===== src/rtl/text_console_writer.sv =====
// ============================================================================
// Module   : text_console_writer
// Brief    : Byte-stream console front end driving the text/attr RAM write port
// Revision : 1.0  initial release
// ============================================================================
`default_nettype none

module text_console_writer #(
    parameter int          COLS         = 80,
    parameter int          ROWS         = 25,
    parameter int          ADDR_W       = 11,
    parameter logic [7:0]  CLEAR_CHAR   = 8'h20,
    parameter logic [7:0]  DEFAULT_ATTR = 8'h0F,
    localparam int         COL_W        = $clog2(COLS),
    localparam int         ROW_W        = $clog2(ROWS)
) (
    input  logic              clk,
    input  logic              sys_resetn,
    input  logic              in_valid,
    input  logic [7:0]        in_data,
    input  logic [7:0]        in_attr,
    output logic              in_ready,
    input  logic              cmd_clear,
    output logic              busy,
    output logic              wen,
    output logic [ADDR_W-1:0] waddr,
    output logic [7:0]        wdata_text,
    output logic [7:0]        wdata_attr,
    output logic [COL_W-1:0]  cursor_col,
    output logic [ROW_W-1:0]  cursor_row
);

    localparam logic [COL_W-1:0]  LAST_COL  = COL_W'(COLS - 1);
    localparam logic [ROW_W-1:0]  LAST_ROW  = ROW_W'(ROWS - 1);
    localparam logic [ADDR_W-1:0] LINE_LAST = ADDR_W'(COLS - 1);
    localparam logic [ADDR_W-1:0] SCR_LAST  = ADDR_W'(COLS * ROWS - 1);

    typedef enum logic [1:0] {
        CLR_ALL  = 2'd0,
        CLR_LINE = 2'd1,
        IDLE     = 2'd2
    } state_t;

    state_t            state_q, state_d;
    logic [COL_W-1:0]  col_q, col_d;
    logic [ROW_W-1:0]  row_q, row_d;
    logic [ADDR_W-1:0] row_base_q, row_base_d;
    logic [ADDR_W-1:0] cnt_q, cnt_d;
    logic              wen_q, wen_d;
    logic [ADDR_W-1:0] waddr_q, waddr_d;
    logic [7:0]        text_q, text_d;
    logic [7:0]        attr_q, attr_d;

    logic [ADDR_W-1:0] cur_addr;
    logic              do_newline;
    logic              do_clear;

    assign in_ready   = (state_q == IDLE) & ~cmd_clear;
    assign busy       = (state_q != IDLE);
    assign wen        = wen_q;
    assign waddr      = waddr_q;
    assign wdata_text = text_q;
    assign wdata_attr = attr_q;
    assign cursor_col = col_q;
    assign cursor_row = row_q;
    assign cur_addr   = row_base_q + ADDR_W'(col_q);

    always_comb begin
        state_d    = state_q;
        col_d      = col_q;
        row_d      = row_q;
        row_base_d = row_base_q;
        cnt_d      = cnt_q;
        wen_d      = 1'b0;
        waddr_d    = waddr_q;
        text_d     = text_q;
        attr_d     = attr_q;
        do_newline = 1'b0;
        do_clear   = cmd_clear;

        if (!cmd_clear) begin
            case (state_q)
                CLR_ALL: begin
                    wen_d   = 1'b1;
                    waddr_d = cnt_q;
                    text_d  = CLEAR_CHAR;
                    attr_d  = DEFAULT_ATTR;
                    if (cnt_q == SCR_LAST) begin
                        state_d    = IDLE;
                        cnt_d      = '0;
                        col_d      = '0;
                        row_d      = '0;
                        row_base_d = '0;
                    end else begin
                        cnt_d = cnt_q + ADDR_W'(1);
                    end
                end
                CLR_LINE: begin
                    wen_d   = 1'b1;
                    waddr_d = row_base_q + cnt_q;
                    text_d  = CLEAR_CHAR;
                    attr_d  = DEFAULT_ATTR;
                    if (cnt_q == LINE_LAST) begin
                        state_d = IDLE;
                        cnt_d   = '0;
                    end else begin
                        cnt_d = cnt_q + ADDR_W'(1);
                    end
                end
                IDLE: begin
                    if (in_valid) begin
                        if (in_data >= 8'h20) begin
                            wen_d   = 1'b1;
                            waddr_d = cur_addr;
                            text_d  = in_data;
                            attr_d  = in_attr;
                            if (col_q == LAST_COL) begin
                                do_newline = 1'b1;
                            end else begin
                                col_d = col_q + COL_W'(1);
                            end
                        end else begin
                            case (in_data)
                                8'h0D: col_d = '0;
                                8'h0A: do_newline = 1'b1;
                                8'h08: begin
                                    // Backspace erases the cell it steps back onto
                                    if (col_q != '0) begin
                                        col_d   = col_q - COL_W'(1);
                                        wen_d   = 1'b1;
                                        waddr_d = cur_addr - ADDR_W'(1);
                                        text_d  = CLEAR_CHAR;
                                        attr_d  = in_attr;
                                    end
                                end
                                8'h0C:   do_clear = 1'b1;
                                default: ;
                            endcase
                        end
                    end
                end
                default: do_clear = 1'b1;
            endcase
        end

        if (do_newline) begin
            col_d      = '0;
            row_d      = (row_q == LAST_ROW) ? '0 : row_q + ROW_W'(1);
            row_base_d = (row_q == LAST_ROW) ? '0 : row_base_q + ADDR_W'(COLS);
            cnt_d      = '0;
            state_d    = CLR_LINE;
        end

        if (do_clear) begin
            state_d    = CLR_ALL;
            cnt_d      = '0;
            col_d      = '0;
            row_d      = '0;
            row_base_d = '0;
        end
    end

    always_ff @(posedge clk or negedge sys_resetn) begin
        if (!sys_resetn) begin
            state_q    <= CLR_ALL;
            col_q      <= '0;
            row_q      <= '0;
            row_base_q <= '0;
            cnt_q      <= '0;
            wen_q      <= 1'b0;
            waddr_q    <= '0;
            text_q     <= '0;
            attr_q     <= '0;
        end else begin
            state_q    <= state_d;
            col_q      <= col_d;
            row_q      <= row_d;
            row_base_q <= row_base_d;
            cnt_q      <= cnt_d;
            wen_q      <= wen_d;
            waddr_q    <= waddr_d;
            text_q     <= text_d;
            attr_q     <= attr_d;
        end
    end

endmodule

`default_nettype wire

===== config.mk =====
export PLATFORM = sky130hd
export DESIGN_NAME = text_console_writer
export DESIGN_NICKNAME = d
export VERILOG_FILES = /design/src/rtl/text_console_writer.sv
export SDC_FILE = /design/constraint.sdc
export NUM_CORES = 1
export LEC_CHECK = 0
export CELL_PAD_IN_SITES_DETAIL_PLACEMENT = 0
export CELL_PAD_IN_SITES_GLOBAL_PLACEMENT = 2
export CORE_ASPECT_RATIO = 1.2
export CORE_MARGIN = 4
export CORE_UTILIZATION = 36
export CTS_CLUSTER_SIZE = 8
export DETAILED_ROUTE_END_ITERATION = 16
export GPL_TIMING_DRIVEN = 0
export PLACE_DENSITY_LB_ADDON = 0.1
export SLEW_MARGIN = 20
export SYNTH_ARGS = -nofsm -noshare
export SYNTH_HDL_FRONTEND = slang
export SYNTH_SLANG_ARGS = --single-unit

===== constraint.sdc =====
create_clock -name clk -period 3.7 [get_ports clk]
set_clock_uncertainty 0.15 [all_clocks]
set_input_delay 0.37 -clock clk [delete_from_list [all_inputs] [get_ports clk]]
set_output_delay 0.37 -clock clk [all_outputs]
set_load 0.05 [all_outputs]

==> impl_metrics.json <==
{
  "fmax_mhz": 330,
  "synth_cell_type_count": 64,
  "track_usage_pct": 19.0,
  "fillers": 1027,
  "crit_chain": "clkdlybuf4s50_1 > nor4_1 > nand3_1 > a211oi_4 > nor3_2 > buf_2 > o21ai_1 > o31ai_1",
  "tritoncts": "yes",
  "root_buffer": "clkbuf_16",
  "finalHoldViolCount": 0,
  "setup_violations": 0,
  "critical_path_class": "in2reg",
  "start_util_pct": 36.7,
  "drive_above_1_share_pct": 8.12,
  "wl_microns": 11300,
  "syn_to_final_growth_pct": 29.0,
  "hp-class": "in2async",
  "end_kind": "register",
  "critPathRequiredTime_ns": 3.75,
  "max_stage_delay_ns": 0.69,
  "layout_commonest_cell": "dfrtp_1",
  "wl_per_cell_microns": 17.8,
  "path_max_fanout": 10,
  "grt_pass1_wl_microns": 18200,
  "fin_nets": 541,
  "ios": 62,
  "syn_nets": 468,
  "use_met2_pct": 30.0,
  "ys_seq_area_share_pct": 38.9,
  "dp_hpwl_microns": 8450,
  "period_needed_ns": 3.03,
  "n_antenna_cell": 0,
  "rsz0062_at_grt": "false",
  "gr-total-overflow": 0,
  "clock_path_buffers": 2,
  "tightest_slew_ns": 0.758,
  "use_met3_pct": 4.14,
  "ys_async_sr_fraction_pct": 100,
  "port_buffers": 60,
  "synth_cells": 427,
  "cap_viol_max_count": 0,
  "row_count": 41,
  "cpLargestDelayFamily": "simple AND/OR/NAND/NOR gates",
  "yosysWarningCount": 0,
  "cts.sinks": 60,
  "final_cell_mix": "dfrtp_1 (60), clkdlybuf4s50_1 (59), nand2_1 (45), nor2_1 (26), a21oi_1 (23)",
  "fp.coreArea_sq_um": 10500,
  "vias": 3489,
  "timing.final.crit_share_pct": 82.0,
  "grt_use_met1_pct": 25.7,
  "die_area_sq_um": 12500,
  "dominantRegCellSynth": "dfrtp_1",
  "p_per_area_nw_per_um2": 347,
  "synth.avg_cell_area_sq_um": 9.05,
  "dr.pass1.iters": 4,
  "drt-initial-drc-count": 100,
  "critPathSlowestCell": "a211oi_4",
  "antenna_found_initial": 0,
  "crit_arrival_ns": 3.08,
  "fp.dieH_microns": 121,
  "grt_max_degree": 40,
  "relSlewSlack_pct": 48.8,
  "vdd_drop_max_v": 0.000202,
  "cts_setup_buffers": 0,
  "drv_slew": 0,
  "worstSetupStartpointType": "input port",
  "drc_errors": 0,
  "syn_area_sq_um": 3860,
  "clk_latency_ns": 0.34,
  "synth-edff-count": 0,
  "vias_per_cell": 5.50,
  "tns_ns": 0,
  "worst-path-buf-inv": 2,
  "clk_transition_reported_paths_ns": 0.05,
  "fin_util_pct": 47.4,
  "gp_congestion": 0.802,
  "p_leak_nw": 2.09,
  "die_w_microns": 103,
  "antenna_left": 0,
  "outcome": "finished clean",
  "cts_made_buffers": 9,
  "grt_pass1_vias": 3404,
  "h-tree-depth": 3,
  "ys_ff_latch": 60,
  "busiest_layer": "met2"
}
-- layer usage --
layer  vias to the layer above  part of all wire [%]  routed length, microns
li1                       1718                     -                       -
met1                      1681                    46                    5130
met2                        78                    47                    5320
met3                        12                   5.7                     643
met4                         0                   1.6                     176
met5                         -                     0                       0
-- cells by family (layout without fill, tap and decap cells) --
| family | Yosys count | after routing | share of synthesized area, % |
|---|---|---|---|
| xor+xnor | 25 | 25 | 5.67 |
| simple gates | 153 | 153 | 20.7 |
| fa+ha+maj | 21 | 21 | 6.80 |
| flops | 60 | 60 | 38.9 |
| buf+inv | 37 | 115 | 4.11 |
| mux | 7 | 7 | 1.85 |
| compound gates | 124 | 124 | 22.0 |
-- final timing paths --
check / start / to / slack (ns) / cells after the start
max in group asynchronous: sys_resetn / cnt_q[8]$_DFFE_PN0P_ / 2.57 / 3
min in group clk: wdata_text[3]$_DFFE_PN0P_ / wdata_text[3]$_DFFE_PN0P_ / 0.31 / 2
hold / removal: sys_resetn / cursor_col[0]$_DFFE_PN0P_ / 0.31 / 2
setup reg to reg: cursor_col[0]$_DFFE_PN0P_ / waddr[6]$_DFFE_PN0P_ / 0.76 / 9
hold reg to reg: wdata_text[3]$_DFFE_PN0P_ / wdata_text[3]$_DFFE_PN0P_ / 0.31 / 2
setup / recovery: in_data[0] / row_base_q[7]$_DFFE_PN0P_ / 0.67 / 8
-- Yosys cell counts, types with 3 or more instances --
cell	n	area share [%]
dfrtp_1	60	39
nand2_1	45	4.4
nor2_1	26	2.5
a21oi_1	23	3.0
o21ai_0	22	2.9
ha_1	21	6.8
xnor2_1	21	4.8
inv_1	15	1.5
nand3_1	15	1.9
clkbuf_1	14	1.4
a31oi_1	12	1.9
nand4_1	11	1.8
a22o_1	10	2.3
nor3_1	10	1.3
o21ai_1	10	1.3
and3_1	7	1.1
a21o_1	6	1.2
mux2i_1	6	1.6
nand2b_1	6	0.97
o22ai_1	6	0.97
or3_1	6	0.97
a32oi_1	4	0.91
buf_2	4	0.52
o22a_1	4	0.91
o31ai_1	4	0.78
xor2_1	4	0.91
a211oi_1	3	0.58
a22oi_1	3	0.58
and4_1	3	0.68
nor3b_1	3	0.58
nor4_1	3	0.49
or2_2	3	0.49
-- sequential cells by signal, indices dropped and copies added (netlist names) --
register / cells
cursor_row: 5
row_base_q: 7
state_q: 2
cnt_q: 11
wen: 1
waddr: 11
wdata_text: 8
wdata_attr: 8
cursor_col: 7
-- layout make-up --
| cell class | instances | area [sq um] | share of cell area, % |
|---|---|---|---|
| multi-input cells | 330 | 2210 | 44.3 |
| repair buffers | 62 | 628 | 12.6 |
| clock buffers | 10 | 239 | 4.80 |
| clock inverters | 6 | 86.3 | 1.73 |
| flip-flops and latches | 60 | 1500 | 30.1 |
| well taps | 129 | 161 | 3.24 |
| plain buffers | 21 | 98.8 | 1.98 |
| inverters | 16 | 60.1 | 1.21 |
-- power breakdown --
part           switching (mW)  total (mW)  internal, mW
Combinational          0.0843       0.136        0.0517
Clock                   0.312       0.919         0.607
Sequential            0.00771       0.673         0.665
Total                   0.404        1.73          1.32
-- per-stage QoR --
stage / power, mW / hold WS, ns / cell area (sq um) / cells / setup WS [ns]
after detailed placement: 0.821 / 0.137 / 4640 / 617 / 0.383
after global placement: 0.817 / 0.303 / 4620 / 616 / 0.0397
after floorplan: 0.751 / -0.0756 / 3860 / 427 / 0.895
after CTS: 1.74 / 0.316 / 4980 / 634 / 0.731
final: 1.73 / 0.311 / 4980 / 634 / 0.667
after global routing: 1.79 / 0.336 / 4980 / 634 / 0.475
-- what timing repair did --
action | CTS | global route
endpoints found under the hold margin | 21 | 0
hold buffers | 1 | 0
resized for setup | 0 | 0
No activity file was read; power rests on OpenSTA's default activity.
